**src/rtl/dual_slope_ctrl.sv**
```systemverilog
// Dual-slope ADC sequencer: auto-zero, fixed run-up, then timed de-integrate against
// the reference until the comparator trips or the timeout is reached.
module dual_slope_ctrl #(
    parameter int T_AZ  = 1000,
    parameter int T_INT = 10000,
    parameter int T_MAX = 20000
) (
    input  logic        clk_i,
    input  logic        rst_i,
    input  logic        start_i,
    input  logic        cmp_i,
    output logic        sw_az_o,
    output logic        sw_vin_o,
    output logic        sw_vref_o,
    output logic [15:0] result_o,
    output logic        valid_o,
    output logic        overrange_o,
    output logic        busy_o
);

    typedef enum logic [2:0] {
        S_IDLE,
        S_AZ,
        S_INT,
        S_DEINT,
        S_DONE
    } state_t;

    localparam logic [15:0] AZ_LAST  = 16'(T_AZ - 1);
    localparam logic [15:0] INT_LAST = 16'(T_INT - 1);
    localparam logic [15:0] MAX_LAST = 16'(T_MAX - 1);
    localparam logic [15:0] MAX_VAL  = 16'(T_MAX);

    state_t      state_reg, state_next;
    logic [15:0] cnt_reg, cnt_next;
    logic [15:0] result_reg, result_next;
    logic        overrange_reg, overrange_next;

    always_ff @(posedge clk_i) begin
        if (rst_i) begin
            state_reg     <= S_IDLE;
            cnt_reg       <= '0;
            result_reg    <= '0;
            overrange_reg <= 1'b0;
        end else begin
            state_reg     <= state_next;
            cnt_reg       <= cnt_next;
            result_reg    <= result_next;
            overrange_reg <= overrange_next;
        end
    end

    always_comb begin
        state_next     = state_reg;
        cnt_next       = cnt_reg;
        result_next    = result_reg;
        overrange_next = overrange_reg;
        case (state_reg)
            S_IDLE: begin
                if (start_i) begin
                    state_next = S_AZ;
                    cnt_next   = '0;
                end
            end
            S_AZ: begin
                if (cnt_reg == AZ_LAST) begin
                    state_next = S_INT;
                    cnt_next   = '0;
                end else begin
                    cnt_next = cnt_reg + 16'd1;
                end
            end
            S_INT: begin
                if (cnt_reg == INT_LAST) begin
                    state_next = S_DEINT;
                    cnt_next   = '0;
                end else begin
                    cnt_next = cnt_reg + 16'd1;
                end
            end
            S_DEINT: begin
                // A comparator trip wins over the timeout on the final count.
                if (!cmp_i) begin
                    result_next    = cnt_reg;
                    overrange_next = 1'b0;
                    state_next     = S_DONE;
                    cnt_next       = '0;
                end else if (cnt_reg == MAX_LAST) begin
                    result_next    = MAX_VAL;
                    overrange_next = 1'b1;
                    state_next     = S_DONE;
                    cnt_next       = '0;
                end else begin
                    cnt_next = cnt_reg + 16'd1;
                end
            end
            S_DONE: begin
                state_next = S_IDLE;
                cnt_next   = '0;
            end
            default: begin
                state_next = S_IDLE;
                cnt_next   = '0;
            end
        endcase
    end

    // Switches are decoded from the registered state only, so they are mutually exclusive.
    assign sw_az_o     = (state_reg == S_AZ);
    assign sw_vin_o    = (state_reg == S_INT);
    assign sw_vref_o   = (state_reg == S_DEINT);
    assign valid_o     = (state_reg == S_DONE);
    assign busy_o      = (state_reg != S_IDLE);
    assign result_o    = result_reg;
    assign overrange_o = overrange_reg;

endmodule

```
**config.mk**
```make
export PLATFORM = sky130hd
export DESIGN_NAME = dual_slope_ctrl
export DESIGN_NICKNAME = d
export VERILOG_FILES = /design/src/rtl/dual_slope_ctrl.sv
export SDC_FILE = /design/constraint.sdc
export NUM_CORES = 1
export LEC_CHECK = 0
export BUFFER_PORTS_ARGS = -buffer_cell sky130_fd_sc_hd__buf_4
export CAP_MARGIN = 15
export CORE_UTILIZATION = 50
export DETAILED_ROUTE_END_ITERATION = 8
export PLACE_DENSITY = 0.71
export SYNTH_ARGS = -nofsm -noshare
export SYNTH_HDL_FRONTEND = slang
export SYNTH_SLANG_ARGS = --single-unit
```
**constraint.sdc**
```tcl
create_clock -name clk_i -period 3 [get_ports clk_i]
set_input_delay 0.6 -clock clk_i [delete_from_list [all_inputs] [get_ports clk_i]]
set_output_delay 0.6 -clock clk_i [all_outputs]
set_load 0.02 [all_outputs]
```
Word level (Yosys, flattened, before mapping)
Cells that the tools add are included.
{ "classes": {"addsub": 1, "eq_ne": 12, "muxes": 16, "n_reduce_logical": 4} }
{ "op_table": {"columns": ["op", "count"], "rows": [
  ["16-bit 2-to-1 mux", 7],
  ["16-bit case mux with 4 select lines", 1],
  ["16-bit by 1-bit adder with 16-bit output, second input constant", 1],
  ["16-bit by 10-bit == test with 1-bit output, second input constant", 1],
  ["16-bit by 14-bit == test with 1-bit output, second input constant", 1],
  ["16-bit by 15-bit == test with 1-bit output, second input constant", 1],
  ["3-bit 2-to-1 mux", 5],
  ["3-bit case mux with 4 select lines", 1],
  ["3-bit by 2-bit == test with 1-bit output, second input constant", 2],
  ["2-bit by 1-bit inequality test with 1-bit output, second input constant", 3],
  ["4-bit AND reduction", 1],
  ["3-bit by 1-bit == test with 1-bit output, second input constant", 1],
  ["3-bit == test, second input constant", 1],
  ["3-bit logical NOT", 1],
  ["3-bit by 2-bit inequality test with 1-bit output, second input constant", 1],
  ["3-bit nonzero test", 1],
  ["1-bit 2-to-1 mux", 2],
  ["2-bit inequality test, second input constant", 1],
  ["2-bit AND reduction", 1]
]} }
{ "word_totals": {"reg_bits": 36, "in_bits": 4, "output_inout_bits": 22, "word_cells": 37} }

Depth between registers and ports, before layout
{ "depth": {"word_depth": 4, "ltp_mapped": 7, "depth_no_buf": 6} }

Worst setup path before layout
Ideal clock, no wire load.
{ "synth_timing": {"path_type": "flip-flop to flip-flop", "start": "reg cnt_reg[0]", "end": "reg cnt_reg[10]", "setup_ns": 0.134, "arrival_time_ns": 2.037, "t_required_ns": 2.866, "slack_ns": 0.829, "stages_incl_launch_ff": 7, "n_path_buf": 0, "synth_period_minus_slack_ns": 2.171, "path_cell_list": "dfxtp_1 -> ha_1 -> or4bb_1 -> nor4_1 -> o22ai_2 -> nor3_4 -> nor4_1"} }
{ "synth_between": {"elab_chain_len": 4, "elab_cells_between_ends": 9, "cone_classes": "add/sub (1); eq/ne (3); mux (5)"} }
{ "synth_rtl": {"columns": ["element", "line", "text"], "rows": [
  ["from (decl)", "35", "logic [15:0] cnt_reg, cnt_next;"],
  ["from (signal assigned)", "47", "cnt_reg <= cnt_next;"],
  ["16-bit by 1-bit adder with 16-bit output or 16-bit by 15-bit == test with 1-bit output (tied branches)", null, null],
  ["16-bit 2-to-1 mux", "88", "end else if (cnt_reg == MAX_LAST) begin"],
  ["16-bit 2-to-1 mux", "83", "if (!cmp_i) begin"],
  ["16-bit case mux with 4 select lines (*)", "58", "case (state_reg)"]
]} }
Every way passes the cells marked *; elsewhere a longest branch is shown, timed or not.
A chain may end at the register's enable or synchronous reset.

Final worst setup path
{ "layout_timing": {"start": "reg cnt_reg[0]", "end": "reg cnt_reg[12]"} }
Same word-level chain as after synthesis.

==> metrics <==
status=completed; Crit path arrival time=2820 ps; GRT Overall Usage=0.265; Critical Path Start Type=register; Mapped Nets=221; Max VDD drop=0.341 mV; Max FO, Critical Path=15; Main synth FF type=dfxtp_1; Max Root-Sink Buffers=2; most used cell, CP=nor4_1; root buffer cell=clkbuf_4; first-pass GRT wire length=7250 um; total number of vias=1,664; CORE AREA=3360 um^2; async set or reset register ratio after synthesis=0; Top delay family on crit path=simple AND/OR/NAND/NOR gates; WP buf/inv=0; diodes inserted=0; total power draw=1310 uW; YS warnings=0; Fin. Hold Viols=0; leakage power=0.000737 uW; Pwr Density=657 nW/um^2; Placed Area=1940 um^2; Sw Ratio=0.394; Avg WL per Cell=15.8 um; combinational share of power=0.364; Rows=21; WL met1=2000 um; CTS tree=done; internal power=797 uW; highest routing layer actually used=met4; Final Setup Violations=0; gpl congestion=0.859; unrepaired setup endpoints after global routing=false; design area=2000 um^2; CTS Hold Bufs=0; crit path kind=reg -> reg; Tmin final=2600 ps; met2 WL=2080 um; EDFF count, synth=0; I/O Pins=26; critical-path cell list=ha_1 -> or4bb_1 -> nor4_1 -> o22ai_2 -> nor3_4 -> nor4_1; clock buffer count from CTS=5; Worst-path clk slew=110 ps; die area=3790 um^2; Setup TNS=0 ps; Routed WL=4370 um; Iteration-0 DRC Markers=55; Antenna Violating Nets Remaining=0; Max-cap violations=0; DIE WIDTH=61.6 um; CTS HTree Levels=2; Required @ worst endpoint=3220 ps; Slew Limit Fails=0; clock share of power=0.225; clk_skew=9.49 ps; post_cts resized=0; postcts setup bufs=0; Final #Nets=236; Peak Freq=385 MHz; pre-CTS setup slack=429 ps; Starting Density=0.528; layout cell share with drive strength beyond 1=0.182; Seq cells post-synth=36; GR Overflow Total=0; Psw=518 uW; syn_area_per_cell=8.22 um^2; Syn-to-layout area delta=12.8%; slowest CP cell=or4bb_1; dpl hpwl=2960 um; DRC Markers=0; Slew headroom=0.258; Synth cell types=41; vias in the first global route=1,498; TritonRoute pass-1 iters=4; endpoint type of the worst setup path=register; final core utilization=0.595; fin crit share=0.867; Worst-Margin Slew=1110 ps; TritonCTS Sinks=36; sequential fraction of the synthesis area=0.406; Cells after Synth=216; CP max stage delay=530 ps; Seq pwr share=0.412; IO Port Bufs=25; metal3 WL=199 um; fin worst setup slack=400 ps; largest net degree at the start of global routing=39; Post-Syn Area=1780 um^2; antenna violations before repair=0; clock latency on the worst-skew pair=340 ps; Die Height=61.6 um; Worst Hold Class=reg -> reg; Vias/cell=6.01
stage by stage:
stage                     hold slack [ps]  instances
final                                 465        277
after global routing                  493        277
after CTS                             468        277
after detailed placement              452        270
after global placement                441        270
after floorplan                       475        216
layer usage:
layer,global-route usage,vias up
met5,0,-
met4,0.102,0
met3,0.0798,11
met2,0.402,50
met1,0.355,792
li1,-,811
power by group through the flow:
stage | clock (uW) | combinational, uW | sequential (uW)
final | 295 | 478 | 541
after global routing | 317 | 535 | 547
after CTS | 299 | 477 | 540
after detailed placement | 0 | 474 | 551
after global placement | 0 | 462 | 545
after floorplan | 0 | 346 | 551
cells by family after synthesis:
logic type / Yosys count / share of synthesized area
and+or+nand+nor: 109 / 0.333
muxes: 8 / 0.0451
buffers and inverters: 26 / 0.0662
adders and majority gates: 1 / 0.00705
DFF: 36 / 0.406
AOI/OAI and AO/OA: 36 / 0.143
synth_stat cells, drive strengths merged, types with 2 or more instances:
library cell,count,share of area
dfxtp,36,0.41
nor2,30,0.063
nand2,22,0.047
nor4,16,0.072
nor3,13,0.043
clkbuf,12,0.026
a22oi,11,0.047
inv,9,0.019
mux2i,8,0.045
a21oi,6,0.017
nand3,6,0.017
a211oi,5,0.021
buf,5,0.021
nand4,4,0.014
o21ai,4,0.011
o22ai,4,0.018
and3,3,0.011
nand3b,3,0.013
or3,3,0.011
and2,2,0.0070
or4b,2,0.013
tightest hold or removal path, cell delays in order, from the launching register on:
cell and delay, ps:
dfxtp_1 320, inv_1 50, a211oi_1 50
cell usage in the layout, fill, tap and decap left out, types with 2 or more instances in the layout:
cell type,instances
nor2_1,30
nor4_1,13
a21oi_1,6
a22oi_1,11
buf_4,25
clkbuf_8,2
nand2_1,22
clkbuf_4,5
o21ai_0,3
or3_1,3
nand4_1,4
mux2i_1,8
nor4_2,2
a211oi_1,5
nand3_1,6
inv_1,9
nor3_1,12
dfxtp_1,36
o22ai_1,3
nand3b_1,3
and2_1,2
and3_1,3
final timing paths:
check,slack (ps),endpoint,startpoint,cells past startpoint
max reg2reg,400,cnt_reg[12]$_SDFFE_PP0N_,cnt_reg[0]$_SDFFE_PP0N_,6
min reg2reg,460,result_o[11]$_SDFFE_PP0P_,result_o[11]$_SDFFE_PP0P_,2
max,400,cnt_reg[12]$_SDFFE_PP0N_,cnt_reg[0]$_SDFFE_PP0N_,6
min,460,result_o[11]$_SDFFE_PP0P_,result_o[11]$_SDFFE_PP0P_,2
area by class of cell:
class                   instances  area, um^2
clock buffers                   7        65.1
fillers                       338        1360
inverters                       9        33.8
multi-input cells             154         937
flip-flops and latches         36         721
well taps                      46        57.6
repair buffers                 25         188
Note: power is estimated with default switching activity, not from simulation.
